==> config.mk <==
export PLATFORM = sky130hd
export DESIGN_NAME = bcd_event_encoder
export DESIGN_NICKNAME = d
export VERILOG_FILES = /design/src/rtl/bcd_event_encoder.sv
export SDC_FILE = /design/constraint.sdc
export NUM_CORES = 1
export LEC_CHECK = 0
export BUFFER_PORTS_ARGS = -buffer_cell sky130_fd_sc_hd__clkbuf_2
export CORE_MARGIN = 8
export CORE_UTILIZATION = 50
export DETAILED_ROUTE_END_ITERATION = 12
export GPL_TIMING_DRIVEN = 0
export PLACE_DENSITY_LB_ADDON = 0.25
export SYNTH_ARGS = -nofsm -noshare
export SYNTH_HDL_FRONTEND = slang
export SYNTH_SLANG_ARGS = --single-unit
export TNS_END_PERCENT = 1
==> constraint.sdc <==
create_clock -name clk -period 2.1 [get_ports clk]
set_clock_uncertainty 0.05 [all_clocks]
set_input_delay 0.105 -clock clk [delete_from_list [all_inputs] [get_ports clk]]
set_output_delay 0.105 -clock clk [all_outputs]
set_load 0.005 [all_outputs]
==> src/rtl/bcd_event_encoder.sv <==
// bcd_event_encoder
// Watches N level-sensitive request lines, latches every rising edge as a
// pending event and hands the events out one at a time, as binary indices,
// through a valid/ready port. Priority is fixed by MSB_FIRST. A rising edge on
// a line that is already pending (and not being served that cycle) is
// reported with a one-cycle drop pulse.
module bcd_event_encoder #(
  parameter int N         = 10,
  parameter int W         = 4,
  parameter bit MSB_FIRST = 1'b0
) (
  input  logic         clk,
  input  logic         rst_n,
  input  logic         en,
  input  logic [N-1:0] v,
  output logic [W-1:0] y,
  output logic         valid,
  input  logic         ready,
  output logic [N-1:0] pend,
  output logic         drop
);

  // Output slot: EMPTY has nothing to offer, FULL presents y downstream.
  typedef enum logic {
    SLOT_EMPTY = 1'b0,
    SLOT_FULL  = 1'b1
  } slot_e;

  slot_e          state_q, state_d;
  logic [N-1:0]   v_q;
  logic [N-1:0]   pend_q, pend_d;
  logic [W-1:0]   y_q, y_d;
  logic           drop_q, drop_d;

  logic [N-1:0]   rise;
  logic [N-1:0]   pend_rev;
  logic [N-1:0]   rev_iso;
  logic [N-1:0]   lsb_iso;
  logic [N-1:0]   pick_hot;
  logic [W-1:0]   pick_idx;
  logic [N-1:0]   pick_mask;
  logic           load;
  logic           take;

  // Rising-edge detect, gated by the capture enable.
  always_comb begin
    rise = v & ~v_q & {N{en}};
  end

  // Isolate the winning pending bit (one-hot) and encode it as a binary index.
  always_comb begin
    pend_rev = '0;
    pick_hot = '0;
    pick_idx = '0;
    for (int i = 0; i < N; i++) begin
      pend_rev[i] = pend_q[N-1-i];
    end
    // x & (~x + 1) keeps only the lowest set bit; reversing first turns that
    // into "highest set bit" for the MSB-first order.
    lsb_iso = pend_q & (~pend_q + N'(1));
    rev_iso = pend_rev & (~pend_rev + N'(1));
    if (MSB_FIRST) begin
      for (int i = 0; i < N; i++) begin
        pick_hot[i] = rev_iso[N-1-i];
      end
    end else begin
      pick_hot = lsb_iso;
    end
    for (int i = 0; i < N; i++) begin
      pick_idx = pick_idx | ({W{pick_hot[i]}} & W'(i));
    end
  end

  // Next-state: slot load/hold, pending-mask update and drop detection.
  always_comb begin
    case (state_q)
      SLOT_EMPTY: load = 1'b1;
      SLOT_FULL:  load = ready;
      default:    load = 1'b1;
    endcase
    // Only the registered pending mask is eligible; this cycle's rises wait.
    take      = load & (|pend_q);
    pick_mask = take ? pick_hot : '0;
    // A rise on the bit being served re-arms it as a fresh event (no drop).
    pend_d    = (pend_q & ~pick_mask) | rise;
    drop_d    = |(rise & pend_q & ~pick_mask);
    y_d       = y_q;
    state_d   = state_q;
    if (take) begin
      y_d     = pick_idx;
      state_d = SLOT_FULL;
    end else if (load) begin
      state_d = SLOT_EMPTY;
    end else begin
      state_d = state_q;
    end
  end

  // State registers with synchronous active-low reset.
  always_ff @(posedge clk) begin
    if (!rst_n) begin
      state_q <= SLOT_EMPTY;
      v_q     <= '0;
      pend_q  <= '0;
      y_q     <= '0;
      drop_q  <= 1'b0;
    end else begin
      state_q <= state_d;
      v_q     <= v;
      pend_q  <= pend_d;
      y_q     <= y_d;
      drop_q  <= drop_d;
    end
  end

  assign y     = y_q;
  assign valid = (state_q == SLOT_FULL);
  assign pend  = pend_q;
  assign drop  = drop_q;

endmodule

After elaboration in Yosys (flattened, before gate mapping)
Index checks and enable logic that the tools add are counted.
{ "op_classes": {"n_bitwise": 20, "n_addsub": 1, "reduce_logical": 3, "n_mux": 4} }
{ "ops": {"columns": ["op", "n"], "rows": [
  ["$and 10x10->10", 6],
  ["$not 10->10", 3],
  ["$reduce_or 10->1", 2],
  ["$add 10x1->10 const B", 1],
  ["$mux 10", 1],
  ["$or 10x10->10", 1],
  ["$or 3x3->3", 3],
  ["$or 3x4->4", 1],
  ["$or 4x4->4", 1],
  ["$or 2x3->3", 1],
  ["$mux 1", 2],
  ["$or 1x2->2", 1],
  ["$or 2x2->2", 1],
  ["$pmux 1 s2", 1],
  ["$reduce_bool 2->1", 1],
  ["$and 1x1->1", 1],
  ["$not 1->1", 1]
]} }
{ "totals": {"elab_cells": 33, "in_bits": 14, "out_inout_bits": 16, "register_bits": 26} }

Depth between registers and ports, before layout
{ "logic_depth": {"word_depth": 11, "mapped_depth": 6, "depth_no_buf": 5} }

Least setup slack after synthesis
Ideal clock, no wire load.
{ "synth_path": {"path_type": "register to register", "from": "register pend_q[2], in the netlist pend[2]", "to": "register drop_q, in the netlist drop", "t_required_ns": 1.930, "stages_incl_launch_ff": 6, "synth_period_minus_slack_ns": 1.658, "setup_ns": 0.120, "t_arrival_ns": 1.488, "path_slack_ns": 0.442, "path_buffers": 0, "path_cell_list": "dfxtp_1 nor4_4 nand3_2 a22oi_2 o2111ai_1 o31a_1"} }
{ "synth_via": {"elab_chain_cells": 7, "elab_cells_between_ends": 10, "cone_classes": "1 x add/sub; 1 x mux; 6 x bitwise; 2 x reduce/logical"} }
{ "synth_lines": {"columns": ["element", "line_no", "text"], "rows": [
  ["start, declared", "31", "logic [N-1:0] pend_q, pend_d;"],
  ["start signal, assigned", "110", "pend_q <= pend_d;"],
  ["$not 10->10", "60", "lsb_iso = pend_q & (~pend_q + N'(1));"],
  ["$add 10x1->10", "60", null],
  ["$and 10x10->10", "60", null],
  ["$mux 10", "83", "pick_mask = take ? pick_hot : '0;"],
  ["$not 10->10", "86", "drop_d = |(rise & pend_q & ~pick_mask);"],
  ["$and 10x10->10 *", "86", null],
  ["$reduce_or 10->1 *", "86", null],
  ["end signal, assigned", "112", "drop_q <= drop_d;"],
  ["end, declared", "33", "logic drop_q, drop_d;"]
]} }
Mark *: on every way between the ends. The rest lies on a longest branch, timed or not.
A chain may end at the register's enable or synchronous reset.

Worst setup path after layout
Ends and elaborated chain as after synthesis.

==> impl_metrics.tcl <==
set metrics [dict create \
    status "finished clean" \
    leakage_uw 0.000627 \
    critPathCaptureType "register" \
    place_inst 188 \
    antenna_left 0 \
    cts_root_buf "clkbuf_4" \
    cp_max_fo 8 \
    dp_hpwl_um 2070 \
    worst_hold_path_type "primary input to register" \
    cap_viol_max_count 0 \
    syn_avg_cell_area_um2 8.71 \
    ys_types 36 \
    period_needed_ns 1.87 \
    worst_pin_slew_ns 0.517 \
    h-tree-depth 1 \
    tritoncts "done" \
    post-route-worst-setup-slack_ns 0.231 \
    worstPathCellList "nor4_4, nand3_2, a22oi_2, o2111ai_1, o31a_1" \
    criticalPathCategory "register to register" \
    clk_pin_slew_ns 0.12 \
    hold_depth 3 \
    power_uw 981 \
    syn_to_final_growth_pct 28.3 \
    powerDensity_nw_per_um2 670 \
    routed_wl_um 2890 \
    placementRows 17 \
    grt_pass1_vias 1125 \
    dieArea_um2 4070 \
    routed_via_density 5.38 \
    path_buf_inv 0 \
    setup_viol 0 \
    grt_max_degree 14 \
    drv_slew 0 \
    synthCells 131 \
    rsz0062_at_grt "false" \
    post-cts-setup-buffer-count 0 \
    hold-path-endpoint "pend[5]" \
    drive_above_1_share 0.240 \
    die_h_um 63.8 \
    finalCritPeriodShare 0.890 \
    dieWidth_um 63.8 \
    fmax_ghz 0.535 \
    gp_congestion 0.863 \
    wire_per_inst_um 14.2 \
    final.setup.tns_ns 0 \
    timing.rr.start "pend[2]" \
    final_nets 191 \
    design_area_um2 1460 \
    remaining_drc_errors 0 \
    nFillCells 189 \
    grt_usage 0.149 \
    clk_latency_ns 0.32 \
    cts.sinks 26 \
    crit_arrival_ns 2.03 \
    vias 1093 \
    rr_worst_depth 5 \
    ctsResizeCount 0 \
    slowest_stage "nor4_4" \
    crit_required_ns 2.27 \
    diodes 0 \
    start_util 0.521 \
    antenna_found_initial 0 \
    critPathMaxStageDelay_ns 0.55 \
    yosysSeqAreaShare 0.456 \
    syn_nets 145 \
    numPortBuffers 29 \
    grt_first_pass_wirelength_um 4940 \
    boundaryPins 30 \
    start_kind "register" \
    final_hold_viol_count 0 \
    dpl_cell_area_um2 1320 \
    cts.path.max_buffers 2 \
    syn_area_um2 1140 \
    overflow 0 \
    cts_made_buffers 3 \
    drtIter0Drc 32 \
    min-delay-start "en" \
    r2r_setup_slack_ns 0.23 \
    place_ws_ns 0.235 \
    multi_input_comb_area_um2 574 \
    ys_ff_latch 26 \
    peakVddDrop_uv 474 \
    first_pass_iters 4 \
    reg2reg_to "drop" \
    slew_headroom 0.652 \
    ys_warn_count 0 \
    coreArea_um2 2190 \
    critical-path-top-delay-family "simple AND/OR/NAND/NOR gates" \
    instances_no_fill 203 \
    final-seq-area_um2 520 \
]
[sequential cells by signal, indices dropped and copies added, names as in the netlist]
register	cells
y	4
drop	1
pend	10
valid	1
v_q	10
[Yosys cell counts]
master	instances	area, um2
dfxtp_1	26	521
a21oi_1	13	65.1
nor2_1	12	45.0
and2_1	11	68.8
nand2_1	10	37.5
o21ai_0	10	50.1
inv_1	8	30.0
nand3b_1	6	45.0
clkbuf_1	3	11.3
nor2b_1	3	18.8
o21ai_1	3	15.0
nand3_2	2	20.0
a211oi_1	1	7.51
a211oi_2	1	12.5
a21boi_0	1	7.51
a22oi_2	1	12.5
a2bb2oi_1	1	8.76
a311oi_1	1	8.76
a31oi_1	1	6.26
a31oi_2	1	12.5
a32oi_1	1	8.76
a41oi_1	1	8.76
and3_1	1	6.26
and3_2	1	7.51
and3b_1	1	8.76
buf_2	1	5.00
nand2b_1	1	6.26
nand3_1	1	5.00
nand4b_1	1	8.76
nor4_2	1	12.5
nor4_4	1	21.3
o2111ai_1	1	8.76
o21bai_1	1	7.51
o22ai_1	1	6.26
o31a_1	1	8.76
or3_2	1	7.51
[kinds of logic (layout without fill, tap and decap cells)]
kind of cell / Yosys count / count (layout) / share of synthesized area
compound gates: 40 / 40 / 0.224
buf+inv: 12 / 56 / 0.0406
flops: 26 / 26 / 0.456
simple gates: 53 / 53 / 0.280
[power breakdown]
part	switching [uW]	leakage, uW	total, uW	internal [uW]
Combinational	111	0.000398	213	102
Clock	141	0.0000138	208	67.3
Sequential	30.0	0.000215	560	530
[placed cells by master (no fill, tap or decap), types with 2 or more instances in the layout]
cell           netlist  layout
nor2b_1              3       3
dfxtp_1             26      26
clkbuf_2             0      29
clkbuf_4             0       3
o21ai_1              3       3
nor2_1              12      12
clkbuf_1             3       3
nand3b_1             6       6
a21oi_1             13      13
dlygate4sd3_1        0      12
o21ai_0             10      10
nand2_1             10      10
nand3_2              2       2
inv_1                8       8
and2_1              11      11
[worst register-to-register path: cells and delay by family, from the launching register on]
family             cells  cell delay (ns)
and+or+nand+nor        2             0.76
AOI/OAI and AO/OA      3             0.56
DFF                    1             0.41
[how the worst max path moves through the flow]
stage	start	end	slack (ns)	cells past startpoint
global route	pend[2]	drop	0.09	5
detailed placement	pend[2]	drop	0.24	5
floorplan	pend[2]	drop	0.44	5
CTS	pend[2]	drop	0.22	5
finish	pend[2]	drop	0.23	5
global placement	pend[2]	drop	0.26	5
[per-layer routing]
layer,part of all wire,track usage
met3,0.053,0.0436
met2,0.48,0.257
met1,0.44,0.161
met4,0.029,0.0780
met5,0,0
[layout make-up]
class / count / share of cell area
well taps: 28 / 0.0239
clock buffers: 3 / 0.0154
plain buffers: 4 / 0.0111
inverters: 8 / 0.0205
flip-flops and latches: 26 / 0.356
repair buffers: 41 / 0.181
multi-input cells: 93 / 0.392
[stage by stage]
stage	util	hold WS [ns]
global placement	0.603	0.270
global route	0.668	0.0455
finish	0.668	0.0410
floorplan	-	0.177
CTS	0.668	0.0362
detailed placement	0.603	0.278
[what timing repair did]
| action | CTS | global route |
|---|---|---|
| hold endpoints to repair | 10 | 0 |
| hold buffers | 12 | 0 |
| endpoints found under the setup margin | 0 | 0 |
No activity file was read; power rests on OpenSTA's default activity.
